## src/rtl/ps2_pkg.sv

```systemverilog
// Shared constants, FSM state encoding and event layout for the PS/2 scan-code decoder.
package ps2_pkg;

  localparam logic [7:0] BYTE_E0     = 8'hE0;
  localparam logic [7:0] BYTE_F0     = 8'hF0;
  localparam logic [7:0] BYTE_E1     = 8'hE1;
  localparam logic [7:0] BYTE_LSHIFT = 8'h12;
  localparam logic [7:0] PAUSE_CODE  = 8'h77;
  localparam logic [2:0] PAUSE_SKIP  = 3'd6;
  localparam int         EV_W        = 10;

  typedef enum logic [2:0] {
    ST_IDLE,
    ST_GOT_E0,
    ST_GOT_F0,
    ST_GOT_E0F0,
    ST_SKIP_PAUSE
  } state_t;

  typedef struct packed {
    logic       ext;
    logic       rel;
    logic [7:0] code;
  } ev_t;

  // Keyboard housekeeping replies that never form part of a key event.
  function automatic logic isProtocol(input logic [7:0] b);
    case (b)
      8'h00, 8'hAA, 8'hEE, 8'hFA, 8'hFC, 8'hFE, 8'hFF: isProtocol = 1'b1;
      default:                                         isProtocol = 1'b0;
    endcase
  endfunction

  function automatic logic isPrefix(input logic [7:0] b);
    isPrefix = (b == BYTE_E0) || (b == BYTE_F0) || (b == BYTE_E1);
  endfunction

endpackage

```

## src/rtl/ps2_event_fifo.sv

```systemverilog
// First-word-fall-through synchronous FIFO; head entry is always visible on rdata_o.
module ps2_event_fifo #(
  parameter int DEPTH = 8,
  parameter int WIDTH = 10
) (
  input  logic                         clk,
  input  logic                         rst,
  input  logic                         push_i,
  input  logic [WIDTH-1:0]             wdata_i,
  input  logic                         pop_i,
  output logic [WIDTH-1:0]             rdata_o,
  output logic [$clog2(DEPTH+1)-1:0]   count_o,
  output logic                         full_o,
  output logic                         empty_o
);

  localparam int AW = $clog2(DEPTH);
  localparam int CW = $clog2(DEPTH + 1);

  logic [WIDTH-1:0] mem_q [DEPTH];
  logic [AW-1:0]    wrPtr_q;
  logic [AW-1:0]    rdPtr_q;
  logic [CW-1:0]    count_q;
  logic             popEff;
  logic             pushEff;

  assign empty_o = (count_q == '0);
  assign full_o  = (count_q == CW'(DEPTH));
  // A full FIFO still takes a push when the head leaves in the same cycle.
  assign popEff  = pop_i && !empty_o;
  assign pushEff = push_i && (!full_o || popEff);

  always_ff @(posedge clk or posedge rst) begin
    if (rst) begin
      wrPtr_q <= '0;
      rdPtr_q <= '0;
      count_q <= '0;
      for (int i = 0; i < DEPTH; i++) mem_q[i] <= '0;
    end else begin
      if (pushEff) begin
        mem_q[wrPtr_q] <= wdata_i;
        wrPtr_q        <= wrPtr_q + AW'(1);
      end
      if (popEff) rdPtr_q <= rdPtr_q + AW'(1);
      if (pushEff && !popEff)      count_q <= count_q + CW'(1);
      else if (popEff && !pushEff) count_q <= count_q - CW'(1);
    end
  end

  assign rdata_o = mem_q[rdPtr_q];
  assign count_o = count_q;

endmodule

```

## src/rtl/ps2_scancode_decoder.sv

```systemverilog
// Turns a raw PS/2 byte stream into {code, ext, rel} key events and queues them for the consumer.
module ps2_scancode_decoder
  import ps2_pkg::*;
#(
  parameter int FIFO_DEPTH      = 8,
  parameter int TIMEOUT_CYCLES  = 2_500_000,
  parameter bit DROP_FAKE_SHIFT = 1'b1
) (
  input  logic                              clk,
  input  logic                              rst,
  input  logic [7:0]                        byte_data,
  input  logic                              byte_valid,
  output logic [7:0]                        ev_code,
  output logic                              ev_ext,
  output logic                              ev_release,
  output logic                              ev_valid,
  input  logic                              ev_ready,
  output logic [$clog2(FIFO_DEPTH+1)-1:0]   fifo_count,
  output logic                              overflow,
  output logic                              seq_err
);

  localparam int TW = $clog2(TIMEOUT_CYCLES);

  state_t        state_q, state_d;
  logic [2:0]    skipCnt_q, skipCnt_d;
  logic [TW-1:0] tmoCnt_q, tmoCnt_d;
  logic          emit_q, emit_d;
  ev_t           emitEv_q, emitEv_d;
  logic          seqErr_q, seqErr_d;
  logic          overflow_q;
  logic          reprocess;

  logic [EV_W-1:0] headRaw;
  ev_t             head;
  logic            fifoFull;
  logic            fifoEmpty;
  logic            popReq;

  // Next-state decode; a misplaced prefix flags an error and then restarts the sequence.
  always_comb begin
    state_d   = state_q;
    skipCnt_d = skipCnt_q;
    tmoCnt_d  = tmoCnt_q;
    emit_d    = 1'b0;
    emitEv_d  = '0;
    seqErr_d  = 1'b0;
    reprocess = 1'b0;
    if (byte_valid) begin
      tmoCnt_d = '0;
      unique case (state_q)
        ST_IDLE: reprocess = 1'b1;
        ST_GOT_E0: begin
          if (byte_data == BYTE_F0) begin
            state_d = ST_GOT_E0F0;
          end else if (DROP_FAKE_SHIFT && byte_data == BYTE_LSHIFT) begin
            state_d = ST_IDLE;
          end else if (byte_data == BYTE_E0 || byte_data == BYTE_E1) begin
            seqErr_d  = 1'b1;
            reprocess = 1'b1;
          end else begin
            emit_d   = 1'b1;
            emitEv_d = '{ext: 1'b1, rel: 1'b0, code: byte_data};
            state_d  = ST_IDLE;
          end
        end
        ST_GOT_F0: begin
          if (isPrefix(byte_data)) begin
            seqErr_d  = 1'b1;
            reprocess = 1'b1;
          end else begin
            emit_d   = 1'b1;
            emitEv_d = '{ext: 1'b0, rel: 1'b1, code: byte_data};
            state_d  = ST_IDLE;
          end
        end
        ST_GOT_E0F0: begin
          if (DROP_FAKE_SHIFT && byte_data == BYTE_LSHIFT) begin
            state_d = ST_IDLE;
          end else if (isPrefix(byte_data)) begin
            seqErr_d  = 1'b1;
            reprocess = 1'b1;
          end else begin
            emit_d   = 1'b1;
            emitEv_d = '{ext: 1'b1, rel: 1'b1, code: byte_data};
            state_d  = ST_IDLE;
          end
        end
        ST_SKIP_PAUSE: begin
          if (skipCnt_q == 3'd0) begin
            emit_d   = 1'b1;
            emitEv_d = '{ext: 1'b1, rel: 1'b0, code: PAUSE_CODE};
            state_d  = ST_IDLE;
          end else begin
            skipCnt_d = skipCnt_q - 3'd1;
          end
        end
        default: state_d = ST_IDLE;
      endcase
      if (reprocess) begin
        if (byte_data == BYTE_E0) begin
          state_d = ST_GOT_E0;
        end else if (byte_data == BYTE_F0) begin
          state_d = ST_GOT_F0;
        end else if (byte_data == BYTE_E1) begin
          state_d   = ST_SKIP_PAUSE;
          skipCnt_d = PAUSE_SKIP;
        end else if (isProtocol(byte_data)) begin
          state_d = ST_IDLE;
        end else begin
          emit_d   = 1'b1;
          emitEv_d = '{ext: 1'b0, rel: 1'b0, code: byte_data};
          state_d  = ST_IDLE;
        end
      end
    end else if (state_q != ST_IDLE) begin
      if (tmoCnt_q == TW'(TIMEOUT_CYCLES - 1)) begin
        state_d  = ST_IDLE;
        tmoCnt_d = '0;
        seqErr_d = 1'b1;
      end else begin
        tmoCnt_d = tmoCnt_q + TW'(1);
      end
    end
  end

  always_ff @(posedge clk or posedge rst) begin
    if (rst) begin
      state_q   <= ST_IDLE;
      skipCnt_q <= '0;
      tmoCnt_q  <= '0;
      emit_q    <= 1'b0;
      emitEv_q  <= '0;
      seqErr_q  <= 1'b0;
    end else begin
      state_q   <= state_d;
      skipCnt_q <= skipCnt_d;
      tmoCnt_q  <= tmoCnt_d;
      emit_q    <= emit_d;
      emitEv_q  <= emitEv_d;
      seqErr_q  <= seqErr_d;
    end
  end

  assign popReq = ev_ready && !fifoEmpty;

  // Sticky: only a reset clears a record of a lost event.
  always_ff @(posedge clk or posedge rst) begin
    if (rst) overflow_q <= 1'b0;
    else if (emit_q && fifoFull && !popReq) overflow_q <= 1'b1;
  end

  ps2_event_fifo #(
    .DEPTH (FIFO_DEPTH),
    .WIDTH (EV_W)
  ) u_fifo (
    .clk     (clk),
    .rst     (rst),
    .push_i  (emit_q),
    .wdata_i (emitEv_q),
    .pop_i   (popReq),
    .rdata_o (headRaw),
    .count_o (fifo_count),
    .full_o  (fifoFull),
    .empty_o (fifoEmpty)
  );

  assign head       = headRaw;
  assign ev_code    = head.code;
  assign ev_ext     = head.ext;
  assign ev_release = head.rel;
  assign ev_valid   = !fifoEmpty;
  assign overflow   = overflow_q;
  assign seq_err    = seqErr_q;

endmodule
```

## config.mk

```make
export PLATFORM = sky130hd
export DESIGN_NAME = ps2_scancode_decoder
export DESIGN_NICKNAME = d
export VERILOG_FILES = /design/src/rtl/ps2_pkg.sv /design/src/rtl/ps2_event_fifo.sv /design/src/rtl/ps2_scancode_decoder.sv
export SDC_FILE = /design/constraint.sdc
export NUM_CORES = 1
export LEC_CHECK = 0
export CORE_ASPECT_RATIO = 0.75
export CORE_MARGIN = 4
export CORE_UTILIZATION = 40
export DETAILED_ROUTE_END_ITERATION = 16
export PLACE_DENSITY_LB_ADDON = 0.2
export RECOVER_POWER = 25
export SKIP_CTS_REPAIR_TIMING = 1
export SLEW_MARGIN = 5
export SYNTH_ARGS = -nofsm -noshare
export SYNTH_HDL_FRONTEND = slang
export SYNTH_SLANG_ARGS = --single-unit
```

## constraint.sdc

```tcl
create_clock -name clk -period 5.6 [get_ports clk]
set_clock_uncertainty 0.2 [all_clocks]
set_input_delay 1.68 -clock clk [delete_from_list [all_inputs] [get_ports clk]]
set_output_delay 1.68 -clock clk [all_outputs]
set_load 0.05 [all_outputs]
```

# After elaboration in Yosys (flattened, before gate mapping)
# Index checks and enable logic that the tools add are counted.
# Widths: inputs -> output; s select.
[word_totals]
regBits = 131
latchBits = 0
mem_bits_rw = 0
mem_bits_ro = 0
in_bits = 12
output_inout_bits = 17
wordCells = 152
mem_count = 0
[op_classes]
n_addsub = 6
mul = 0
n_div = 0
magnitude_cmp = 3
eq_ne = 19
shift = 0
muxes = 75
n_bitwise = 2
reduce_logical = 27
[ops]
columns = ["op", "count"]
rows = [
  ["$mux 10", 15],
  ["$bwmux 80", 1],
  ["$eq 8x8->1 const B", 9],
  ["$mux 22", 3],
  ["$mux 3", 19],
  ["$pmux 10 s4", 1],
  ["$bmux 10 s3", 1],
  ["$demux 10 s3", 1],
  ["$mux 1", 27],
  ["$add 22x1->22 const B", 1],
  ["$eq 22x22->1 const B", 1],
  ["$pmux 3 s5", 1],
  ["$mux 9", 1],
  ["$eq 8x5->1 const B", 1],
  ["$ge 4x4->1 const B", 2],
  ["$logic_and 1x1->1", 8],
  ["$logic_not 8->1", 1],
  ["$mux 4", 2],
  ["$not 3->4", 2],
  ["$pmux 1 s4", 2],
  ["$reduce_or 7->1", 1],
  ["$add 3x1->3 const B", 2],
  ["$eq 3x2->1 const B", 2],
  ["$logic_not 3->1", 2],
  ["other kinds (17)", 26],
]

# Depth between registers and ports, before layout
# Gate-level depths: netlist of run 1.
[logic_depth]
word_depth = 15
ltp_mapped = 11
depth_no_buf = 11

# Modules after synthesis
# From an unflattened synthesis of run 1, not the netlist that was laid out.
[unflattened]
cells_unflattened = 510
hier_area_um2 = 6655.1
[modules_own_cells]
columns = ["mod", "n_inst", "cells_each", "area_each_um2", "seq_area_each_um2"]
rows = [
  ["ps2_event_fifo", 1, 265, 4306.6, 2252.2],
  ["ps2_scancode_decoder", 1, 245, 2348.5, 1026.0],
]

# Worst setup path before layout of run 1
# No wires, ideal clock.
[synth_path]
kind = "reg-to-output"
start = "register u_fifo.rdPtr_q[1]"
end = "output ev_code[5]"
arrival_ns = 1.913
t_required_ns = 3.720
slack_ns = 1.807
path_stages_with_launch = 5
path_buffers = 2
cell_sequence = "dfrtp_1 -> buf_1 -> clkbuf_1 -> mux4_2 -> mux2_2"
[synth_between]
elab_chain_len = 4
[synth_lines]
columns = ["element", "line_no", "rtl"]
rows = [
  ["start, declared", "ps2_event_fifo.sv:22", "logic [AW-1:0] rdPtr_q;"],
  ["start signal, assigned", "ps2_event_fifo.sv:44", "if (popEff) rdPtr_q <= rdPtr_q + AW'(1);"],
  ["$not 3->4 (not written as such)", "ps2_event_fifo.sv:50", "assign rdata_o = mem_q[rdPtr_q];"],
  ["$bmux 10 s3", "ps2_event_fifo.sv:50", ""],
  ["$mux 10 (not written as such) (2 in a row)", "ps2_event_fifo.sv:50", ""],
  ["end, declared", "ps2_scancode_decoder.sv:13", "output logic [7:0] ev_code,"],
]
# Every way passes these cells. The select of a mux whose other input is x is not followed.

# Worst setup path in the final report of run 1
[layout_path]
start = "register u_fifo.rdPtr_q[1]"
end = "output ev_code[2]"
# Same word-level chain as after synthesis.

==> flow_metrics.env, run 1 <==
export IMPL_outcome="finished, violations left"
export IMPL_failing_checks="max-capacitance violations, max-slew violations"
export IMPL_max_vdd_ir_drop_mv=0.2793
export IMPL_final_setup_viol_count=0
export IMPL_via_per_inst=5.416
export IMPL_core_area_um2=15970
export IMPL_layout_drive_gt1_share_pct=29.15
export IMPL_layout_min_cycle_time_ps=4675
export IMPL_most_used_standard_cell_by_instance_count_after_synthesis="sky130_fd_sc_hd__dfrtp_1"
export IMPL_flow_area_growth_from_synthesis_pct=15.79
export IMPL_synth_seq_area_share_pct=50.39
export IMPL_cts_buffers_inserted=17
export IMPL_drtIter0Drc=144
export IMPL_finalSetupTns_ps=0
export IMPL_syn_cell_area_um2=6505
export IMPL_grt_pass1_vias=4130
export IMPL_leakagePower_nw=3.340
export IMPL_num_rows=40
export IMPL_unrepaired_setup_endpoints_after_global_routing="false"
export IMPL_cap_violations=2
export IMPL_grt_pass1_wl_um=22800
export IMPL_cp_data_required_time_ps=3720
export IMPL_cpMaxStageDelayCell="sky130_fd_sc_hd__clkdlybuf4s50_1"
export IMPL_cts_num_sinks=131
export IMPL_finalWeightedCongestion=0.8021
export IMPL_yosysWarnings=0
export IMPL_synth_top_cells_by_area="sky130_fd_sc_hd__dfrtp_1 50%, sky130_fd_sc_hd__mux2_2 11%, sky130_fd_sc_hd__mux2_4 6.9%"
export IMPL_r2r_start="u_fifo.count_o[1]"
export IMPL_remaining_drc_errors=0
export IMPL_portBuffers=28
export IMPL_clock_tree_htree_level_count=4
export IMPL_nets=551
export IMPL_timing_hold_worst_start="tmoCnt_q[21]"
export IMPL_placedCellCount=721
export IMPL_floorplan_initialDensity_pct=40.74
export IMPL_netlist_instances=501
export IMPL_groute_usage_overall_pct=15.86
export IMPL_critPathKind="register to primary output"
export IMPL_die_height_um=118.4
export IMPL_postLayoutSetupSlackWorst_ps=925.3
export IMPL_grt_ovfl_total=0
export IMPL_routed_via_count=4073
export IMPL_synth_top_cell_by_area="sky130_fd_sc_hd__dfrtp_1"
export IMPL_tot_pwr_mw=3.783
export IMPL_worstPathCellList="buf_4 > mux4_2 > mux2_2 > clkdlybuf4s50_1"
export IMPL_cp_data_arrival_time_ps=2790
export IMPL_min_path_type="register to register"
export IMPL_hold_viol=0
export IMPL_insertedDiodeCount=0
export IMPL_post_dp_hpwl_um=9061
export IMPL_synth_edf_count=0
export IMPL_ios=29
export IMPL_critPathLaunchType="register"
export IMPL_post_synth_cell_area_avg_um2=12.98
export IMPL_slew_limit_headroom_pct=-27.77
export IMPL_fin_crit_sh_pct=83.48
export IMPL_worst_path_largest_cell_delay_ps=700
export IMPL_final_instance_count_excl_fill=752
export IMPL_final_core_util_pct=47.18
export IMPL_yosys_area_top_type_share_pct=50.39
export IMPL_die_area_um2=18390
export IMPL_synth_nets=522
export IMPL_critical_path_peak_fanout=16
export IMPL_grt_max_degree=45
export IMPL_critical_path_top_delay_family="buffers and inverters"
export IMPL_power_density_nw_per_um2=502.3
export IMPL_dp_worst_setup_slack_ps=1330
export IMPL_worst_setup_path_startpoint="u_fifo.rdPtr_q[1]"
export IMPL_cts_tree="built"
export IMPL_postSynth_topFlopCell="sky130_fd_sc_hd__dfrtp_1"
export IMPL_dr_pass1_iters=5
export IMPL_wire_per_inst_um=18.29
export IMPL_end_kind="primary output"
export IMPL_clk_latency_ps=410
export IMPL_routed_wl_um=13760
export IMPL_fmaxAchievable_mhz=213.9
export IMPL_grt_antenna_before_repair=0
export IMPL_yosysUniqueCellTypes=58
export IMPL_antenna_left=0
export IMPL_clk_root_buffer_cell="sky130_fd_sc_hd__clkbuf_16"
export IMPL_slew_viol_final=74
export IMPL_asyncSetResetFlopFracSynth_pct=100.0
export IMPL_worst_path_buf_inv=2
export IMPL_synth_ff_latch_count=131
export IMPL_tightest_slew_ps=1906
export IMPL_ctsLongestPathBuffers=2
export IMPL_cell_types_with_the_highest_counts_after_synthesis="131 x sky130_fd_sc_hd__dfrtp_1, 63 x sky130_fd_sc_hd__mux2_2, 36 x sky130_fd_sc_hd__nor2_1"
export IMPL_die_width_um=155.3
export IMPL_clock_pin_slew_reported_for_the_worst_setup_and_hold_paths_after_clock_tree_synthesis_ps=60
logic make-up after synthesis:
logic type | after synthesis | synth area share [%]
simple gates | 141 | 12.12
flops | 131 | 50.39
mux | 113 | 24.75
compound gates | 47 | 4.848
buf+inv | 35 | 2.654
xor+xnor | 24 | 3.231
fa+ha+maj | 10 | 2.000
routing by layer:
metal / vias up / part of all wire, % / global-route usage, %
met5: - / 0 / 0
met4: 0 / 0.61 / 4.757
met3: 8 / 4.0 / 4.319
met2: 81 / 45 / 22.53
met1: 2088 / 50 / 23.66
li1: 1896 / - / -
power by group:
group          switching [mW]  total [mW]  internal [mW]
combinational           0.649        1.33          0.680
clock                   0.398        1.07          0.672
sequential              0.193        1.38           1.19
sequential cells by signal, indices dropped and copies added (netlist names):
name            count
emitEv_q           10
emit_q              1
overflow            1
seq_err             1
skipCnt_q           3
state_q             3
tmoCnt_q           22
u_fifo.count_o      4
u_fifo.mem_q       80
u_fifo.rdPtr_q      3
u_fifo.wrPtr_q      3
path summary, 6_finish.rpt:
path,endpoint,slack [ps],cells after the start
max,ev_code[2],930,4
min,tmoCnt_q[21],280,1
max reg2reg,u_fifo.count_o[3],2750,10
min reg2reg,tmoCnt_q[21],280,1
max in group asynchronous,u_fifo.mem_q[12],1130,3
min in group asynchronous,u_fifo.count_o[0],2000,2
cells in the final DEF (no fill, tap or decap), drive strengths merged, types with 7 or more instances in the layout:
cell type      count
nor2              36
clkdlybuf4s50     26
ha                 8
nor4               8
nand2             25
nand3             14
and3               7
inv                9
mux2              93
xnor2             12
clkbuf            22
nand4              8
mux4              20
o21ai             18
xor2              12
dfrtp            131
per-stage QoR:
| stage | hold slack, ps | cell area (µm²) |
|---|---|---|
| after floorplan | 228.6 | 6505 |
| after global placement | 260.4 | 6968 |
| after detailed placement | 268.8 | 6968 |
| after CTS | 282.1 | 7537 |
| after global routing | 313.7 | 7532 |
| final | 278.8 | 7532 |
cell type report:
cell class              instances  area (µm²)
multi-input cells             335        3054
flip-flops and latches        131        3278
well taps                     210       262.8
inverters                      10       38.79
clock inverters                10       108.9
clock buffers                  21       460.4
repair buffers                 35       329.1
fillers                      1431        8433
worst reg2reg max path, stage by stage (launching register included):
cell and delay [ps]:
sky130_fd_sc_hd__dfrtp_1 440, sky130_fd_sc_hd__or3_4 420, sky130_fd_sc_hd__o31a_1 380, sky130_fd_sc_hd__ha_1 280, sky130_fd_sc_hd__inv_1 120, sky130_fd_sc_hd__ha_1 240, sky130_fd_sc_hd__a21o_1 170, sky130_fd_sc_hd__a21oi_1 170
sky130_fd_sc_hd__xnor2_1 140, sky130_fd_sc_hd__nor2_1 70, sky130_fd_sc_hd__xnor2_1 120
(Power assumes the default switching activity.)
==> inputs of run 2 (changes only) <==
clock period = 4.64 ns   (was 5.6 ns; I/O delays follow)
==> flow_metrics.env, run 2 (synthesized netlist as in run 1, its figures left out) <==
export IMPL_tightest_slew_ps=1781
export IMPL_layout_min_cycle_time_ps=4279
export IMPL_fmaxAchievable_mhz=233.7
export IMPL_failing_checks="max-capacitance violations, max-slew violations"
export IMPL_remaining_drc_errors=0
export IMPL_register_area_um2=3278
export IMPL_layout_drive_gt1_share_pct=30.04
export IMPL_wire_per_inst_um=18.18
export IMPL_r2r_end="u_fifo.count_o[3]"
export IMPL_end_kind="primary output"
export IMPL_grt_ovfl_total=0
export IMPL_antenna_left=0
export IMPL_worst_path_largest_cell_delay_ps=700
export IMPL_die_area_um2=18390
export IMPL_die_height_um=118.4
export IMPL_critPathKind="register to primary output"
export IMPL_portBuffers=28
export IMPL_multi_input_area_um2=3054
export IMPL_cpMaxStageDelayCell="sky130_fd_sc_hd__clkdlybuf4s50_1"
export IMPL_clock_pin_slew_reported_for_the_worst_setup_and_hold_paths_after_clock_tree_synthesis_ps=60
export IMPL_groute_usage_overall_pct=15.96
export IMPL_cp_data_arrival_time_ps=2690
export IMPL_cts_tree="built"
export IMPL_core_area_um2=15970
export IMPL_clk_latency_ps=420
export IMPL_cap_violations=1
export IMPL_min_path_type="register to register"
export IMPL_leakagePower_nw=3.378
export IMPL_met1_usage_pct=23.68
export IMPL_clk_root_buffer_cell="sky130_fd_sc_hd__clkbuf_16"
export IMPL_floorplan_initialDensity_pct=40.74
export IMPL_flow_area_growth_from_synthesis_pct=17.06
export IMPL_drtIter0Drc=205
export IMPL_ios=29
export IMPL_min_delay_path_depth=1
export IMPL_insertedDiodeCount=0
export IMPL_biggestRegsByFlops="u_fifo.mem_q (80), tmoCnt_q (22), emitEv_q (10)"
export IMPL_regMostFlops="u_fifo.mem_q"
export IMPL_nets=554
export IMPL_cp_data_required_time_ps=3050
export IMPL_routed_via_count=4106
export IMPL_finalSetupTns_ps=0
export IMPL_finalWeightedCongestion=0.8489
export IMPL_slew_viol_final=132
export IMPL_die_width_um=155.3
export IMPL_cts_num_sinks=131
export IMPL_grt_max_degree=132
export IMPL_final_instance_count_excl_fill=756
export IMPL_ctsLongestPathBuffers=2
export IMPL_grt_pass1_vias=4272
export IMPL_layout_commonest_cell="sky130_fd_sc_hd__dfrtp_1"
export IMPL_clock_tree_htree_level_count=4
export IMPL_cts_buffers_inserted=17
export IMPL_global_route_usage_met3_pct=4.136
export IMPL_grt_pass1_wl_um=23020
export IMPL_worst_path_buf_inv=2
export IMPL_critical_path_top_delay_family="buffers and inverters"
export IMPL_critical_path_peak_fanout=20
export IMPL_slew_limit_headroom_pct=-18.71
export IMPL_via_per_inst=5.431
export IMPL_routed_wl_um=13750
export IMPL_r2r_slack_ps=1800
export IMPL_timing_hold_worst_start="tmoCnt_q[21]"
export IMPL_post_dp_hpwl_um=8706
export IMPL_grt_antenna_before_repair=0
export IMPL_mostFrequentLayoutCells="131 x sky130_fd_sc_hd__dfrtp_1, 63 x sky130_fd_sc_hd__mux2_2, 36 x sky130_fd_sc_hd__nor2_1"
export IMPL_placedCellCount=724
export IMPL_fillCellCount=1383
export IMPL_hold_viol=0
export IMPL_r2r_start="u_fifo.count_o[0]"
export IMPL_critPathLaunchType="register"
export IMPL_dr_pass1_iters=4
export IMPL_num_rows=40
export IMPL_globalRoute_busiestLayer="met1"
export IMPL_max_vdd_ir_drop_mv=0.2336
export IMPL_worstPathCellList="buf_4 > mux4_2 > mux2_2 > clkdlybuf4s50_1"
export IMPL_worst_r2r_cell_count=10
export IMPL_whs_endpoint="tmoCnt_q[21]"
export IMPL_final_setup_viol_count=0
export IMPL_outcome="finished, violations left"
export IMPL_fin_crit_sh_pct=92.21
export IMPL_largest_register_ff_count=80
export IMPL_unrepaired_setup_endpoints_after_global_routing="false"
export IMPL_grtUsageMet2_pct=23.05
export IMPL_power_density_nw_per_um2=612.9
[run 2: changes by cell type in the layout (fill, tap and decap cells not counted), sizes merged]
cell      change
clkinv        -2
clkinvlp      +1
clkbuf        -1
inv           +2
bufinv        +1
buf           +3
[run 2: layout make-up]
type | instances | area share [%]
clock buffers | 20 | 5.997
flip-flops and latches | 131 | 43.05
clock inverters | 12 | 2.021
inverters | 10 | 0.5422
multi-input cells | 335 | 40.11
repair buffers | 38 | 4.831
well taps | 210 | 3.451
[run 2: layer usage]
metal / wire, µm / vias up
met1: 6900 / 2124
met4: 129 / 0
met2: 6195 / 66
met5: 0 / -
met3: 521 / 9
li1: - / 1907
[run 2: per-stage QoR]
step	util [%]	hold slack, ps	instance area (µm²)	total power [mW]	worst slack (ps)
6_report	47.70	272.4	7615	4.667	361.4
5_1_grt	47.70	308.9	7615	4.915	265.1
4_1_cts	47.77	281.6	7627	4.730	323.2
3_5_place_dp	43.95	268.8	7017	3.334	693.8
3_3_place_gp	43.95	252.7	7017	3.294	745.7
2_1_floorplan	-	228.6	6509	2.891	1135
[run 2: worst max-delay path by stage]
stage	startpoint	slack, ps	end	depth (start not counted)
2_1_floorplan	u_fifo.rdPtr_q[1]	1140	ev_code[5]	4
3_3_place_gp	ev_ready	750	u_fifo.count_o[3]	10
3_5_place_dp	ev_ready	690	u_fifo.count_o[3]	10
4_1_cts	u_fifo.rdPtr_q[1]	320	ev_code[1]	4
5_1_grt	u_fifo.rdPtr_q[1]	270	ev_code[1]	4
6_report	u_fifo.rdPtr_q[1]	360	ev_code[4]	4
[run 2: where the power goes]
part | internal [mW] | switching [mW]
clock | 0.874 | 0.500
sequential | 1.44 | 0.225
combinational | 0.838 | 0.793
total | 3.15 | 1.52
==> inputs of run 3 (changes only) <==
PLACE_DENSITY_LB_ADDON = not set   (was 0.2)
==> flow_metrics.env, run 3 (synthesized netlist as in run 1, its figures left out) <==
export IMPL_failing_checks="max-capacitance violations, max-slew violations"
export IMPL_max_vdd_ir_drop_mv=0.1995
export IMPL_clock_pin_slew_reported_for_the_worst_setup_and_hold_paths_after_clock_tree_synthesis_ps=60
export IMPL_die_width_um=155.3
export IMPL_biggestRegsByFlops="u_fifo.mem_q (80), tmoCnt_q (22), emitEv_q (10)"
export IMPL_core_area_um2=15970
export IMPL_cp_data_required_time_ps=3050
export IMPL_timing_hold_worst_start="overflow"
export IMPL_final_core_util_pct=47.37
export IMPL_fillCellCount=1404
export IMPL_num_rows=40
export IMPL_grt_max_degree=48
export IMPL_fmaxAchievable_mhz=239.8
export IMPL_unrepaired_setup_endpoints_after_global_routing="false"
export IMPL_ios=29
export IMPL_power_density_nw_per_um2=594.1
export IMPL_nets=558
export IMPL_die_area_um2=18390
export IMPL_cts_num_sinks=131
export IMPL_routed_wl_um=13430
export IMPL_via_per_inst=5.396
export IMPL_grt_pass1_wl_um=22560
export IMPL_die_height_um=118.4
export IMPL_slew_viol_final=36
export IMPL_r2r_start="u_fifo.count_o[0]"
export IMPL_cap_violations=1
export IMPL_flow_area_growth_from_synthesis_pct=16.25
export IMPL_fin_crit_sh_pct=89.89
export IMPL_cp_data_arrival_time_ps=2580
export IMPL_worst_path_largest_cell_delay_ps=710
export IMPL_mostFrequentLayoutCells="131 x sky130_fd_sc_hd__dfrtp_1, 63 x sky130_fd_sc_hd__mux2_2, 36 x sky130_fd_sc_hd__nor2_1"
export IMPL_finalWeightedCongestion=0.9249
export IMPL_wire_per_inst_um=17.67
export IMPL_cts_tree="built"
export IMPL_post_dp_hpwl_um=8959
export IMPL_worst_r2r_cell_count=10
export IMPL_largest_register_ff_count=80
export IMPL_grt_antenna_before_repair=0
export IMPL_regMostFlops="u_fifo.mem_q"
export IMPL_grt_pass1_vias=4157
export IMPL_outcome="finished, violations left"
export IMPL_portBuffers=28
export IMPL_clock_tree_htree_level_count=4
export IMPL_end_kind="primary output"
export IMPL_insertedDiodeCount=0
export IMPL_worstPathCellList="buf_4 > mux4_2 > mux2_2 > clkdlybuf4s50_1"
export IMPL_critical_path_top_delay_family="buffers and inverters"
export IMPL_final_instance_count_excl_fill=760
export IMPL_cpMaxStageDelayCell="sky130_fd_sc_hd__clkdlybuf4s50_1"
export IMPL_leakagePower_nw=3.361
export IMPL_critical_path_peak_fanout=13
export IMPL_grt_ovfl_total=0
export IMPL_instance_count_on_the_critical_path=4
export IMPL_worst_setup_path_endpoint="ev_release"
export IMPL_critPathLaunchType="register"
export IMPL_slew_limit_headroom_pct=-3.719
export IMPL_clk_latency_ps=410
export IMPL_remaining_drc_errors=0
export IMPL_layout_min_cycle_time_ps=4171
export IMPL_clk_root_buffer_cell="sky130_fd_sc_hd__clkbuf_16"
export IMPL_r2r_slack_ps=1750
export IMPL_layout_drive_gt1_share_pct=30.36
export IMPL_layout_commonest_cell="sky130_fd_sc_hd__dfrtp_1"
export IMPL_groute_usage_overall_pct=15.51
export IMPL_r2r_end="u_fifo.count_o[3]"
export IMPL_hold_viol=0
export IMPL_placedCellCount=728
export IMPL_worst_setup_path_startpoint="u_fifo.rdPtr_q[0]"
export IMPL_dr_pass1_iters=6
export IMPL_finalSetupTns_ps=0
export IMPL_routed_via_count=4101
export IMPL_ctsLongestPathBuffers=2
export IMPL_worst_path_buf_inv=2
export IMPL_final_setup_viol_count=0
export IMPL_floorplan_initialDensity_pct=40.74
export IMPL_cts_buffers_inserted=17
export IMPL_tightest_slew_ps=1556
export IMPL_critPathKind="register to primary output"
export IMPL_drtIter0Drc=220
export IMPL_min_path_type="register to register"
export IMPL_antenna_left=0
[run 3: layout make-up]
cell class | instances | area [µm²] | area share (%)
Sequential cell | 131 | 3278 | 43.35
Multi-Input combinational cell | 335 | 3054 | 40.39
Clock buffer | 20 | 456.7 | 6.039
Timing Repair Buffer | 42 | 387.9 | 5.129
Tap cell | 210 | 262.8 | 3.475
Clock inverter | 12 | 83.83 | 1.109
Inverter | 10 | 38.79 | 0.5129
[run 3: worst min path at each step]
stage,endpoint,cells past startpoint,slack (ps)
after floorplan,tmoCnt_q[21],1,230
after global placement,overflow,1,240
after detailed placement,overflow,1,270
after CTS,tmoCnt_q[21],1,280
after global routing,overflow,1,310
final,overflow,1,270
[run 3: through the flow]
step           hold WS [ps]  total power [mW]  instance area [µm²]  setup slack [ps]
6_report              271.1             4.492                 7562             469.1
5_1_grt               309.0             4.729                 7562             320.0
4_1_cts               276.5             4.549                 7587             428.2
3_5_place_dp          268.0             3.324                 7047             676.8
3_3_place_gp          240.0             3.281                 7047             739.7
2_1_floorplan         228.6             2.891                 6509              1135
[run 3: power breakdown]
part | switching, mW | internal (mW)
logic | 0.792 | 0.837
clock network | 0.502 | 0.709
registers | 0.215 | 1.44
[run 3: worst register-to-register path: stages, from the launching register on]
cell and delay [ps]:
sky130_fd_sc_hd__dfrtp_1 450, sky130_fd_sc_hd__or3_4 400, sky130_fd_sc_hd__o31a_1 380, sky130_fd_sc_hd__ha_1 290
sky130_fd_sc_hd__inv_1 120, sky130_fd_sc_hd__ha_1 240, sky130_fd_sc_hd__a21o_1 180, sky130_fd_sc_hd__a21oi_1 170
sky130_fd_sc_hd__xnor2_1 140, sky130_fd_sc_hd__nor2_1 70, sky130_fd_sc_hd__xnor2_1 120
[run 3: layer usage]
metal / vias up / part of all wire (%) / GRT usage [%]
met5: - / 0 / 0
met2: 77 / 44 / 21.80
met4: 0 / 1.0 / 3.937
met1: 2098 / 51 / 23.88
met3: 16 / 3.5 / 3.917
li1: 1910 / - / -
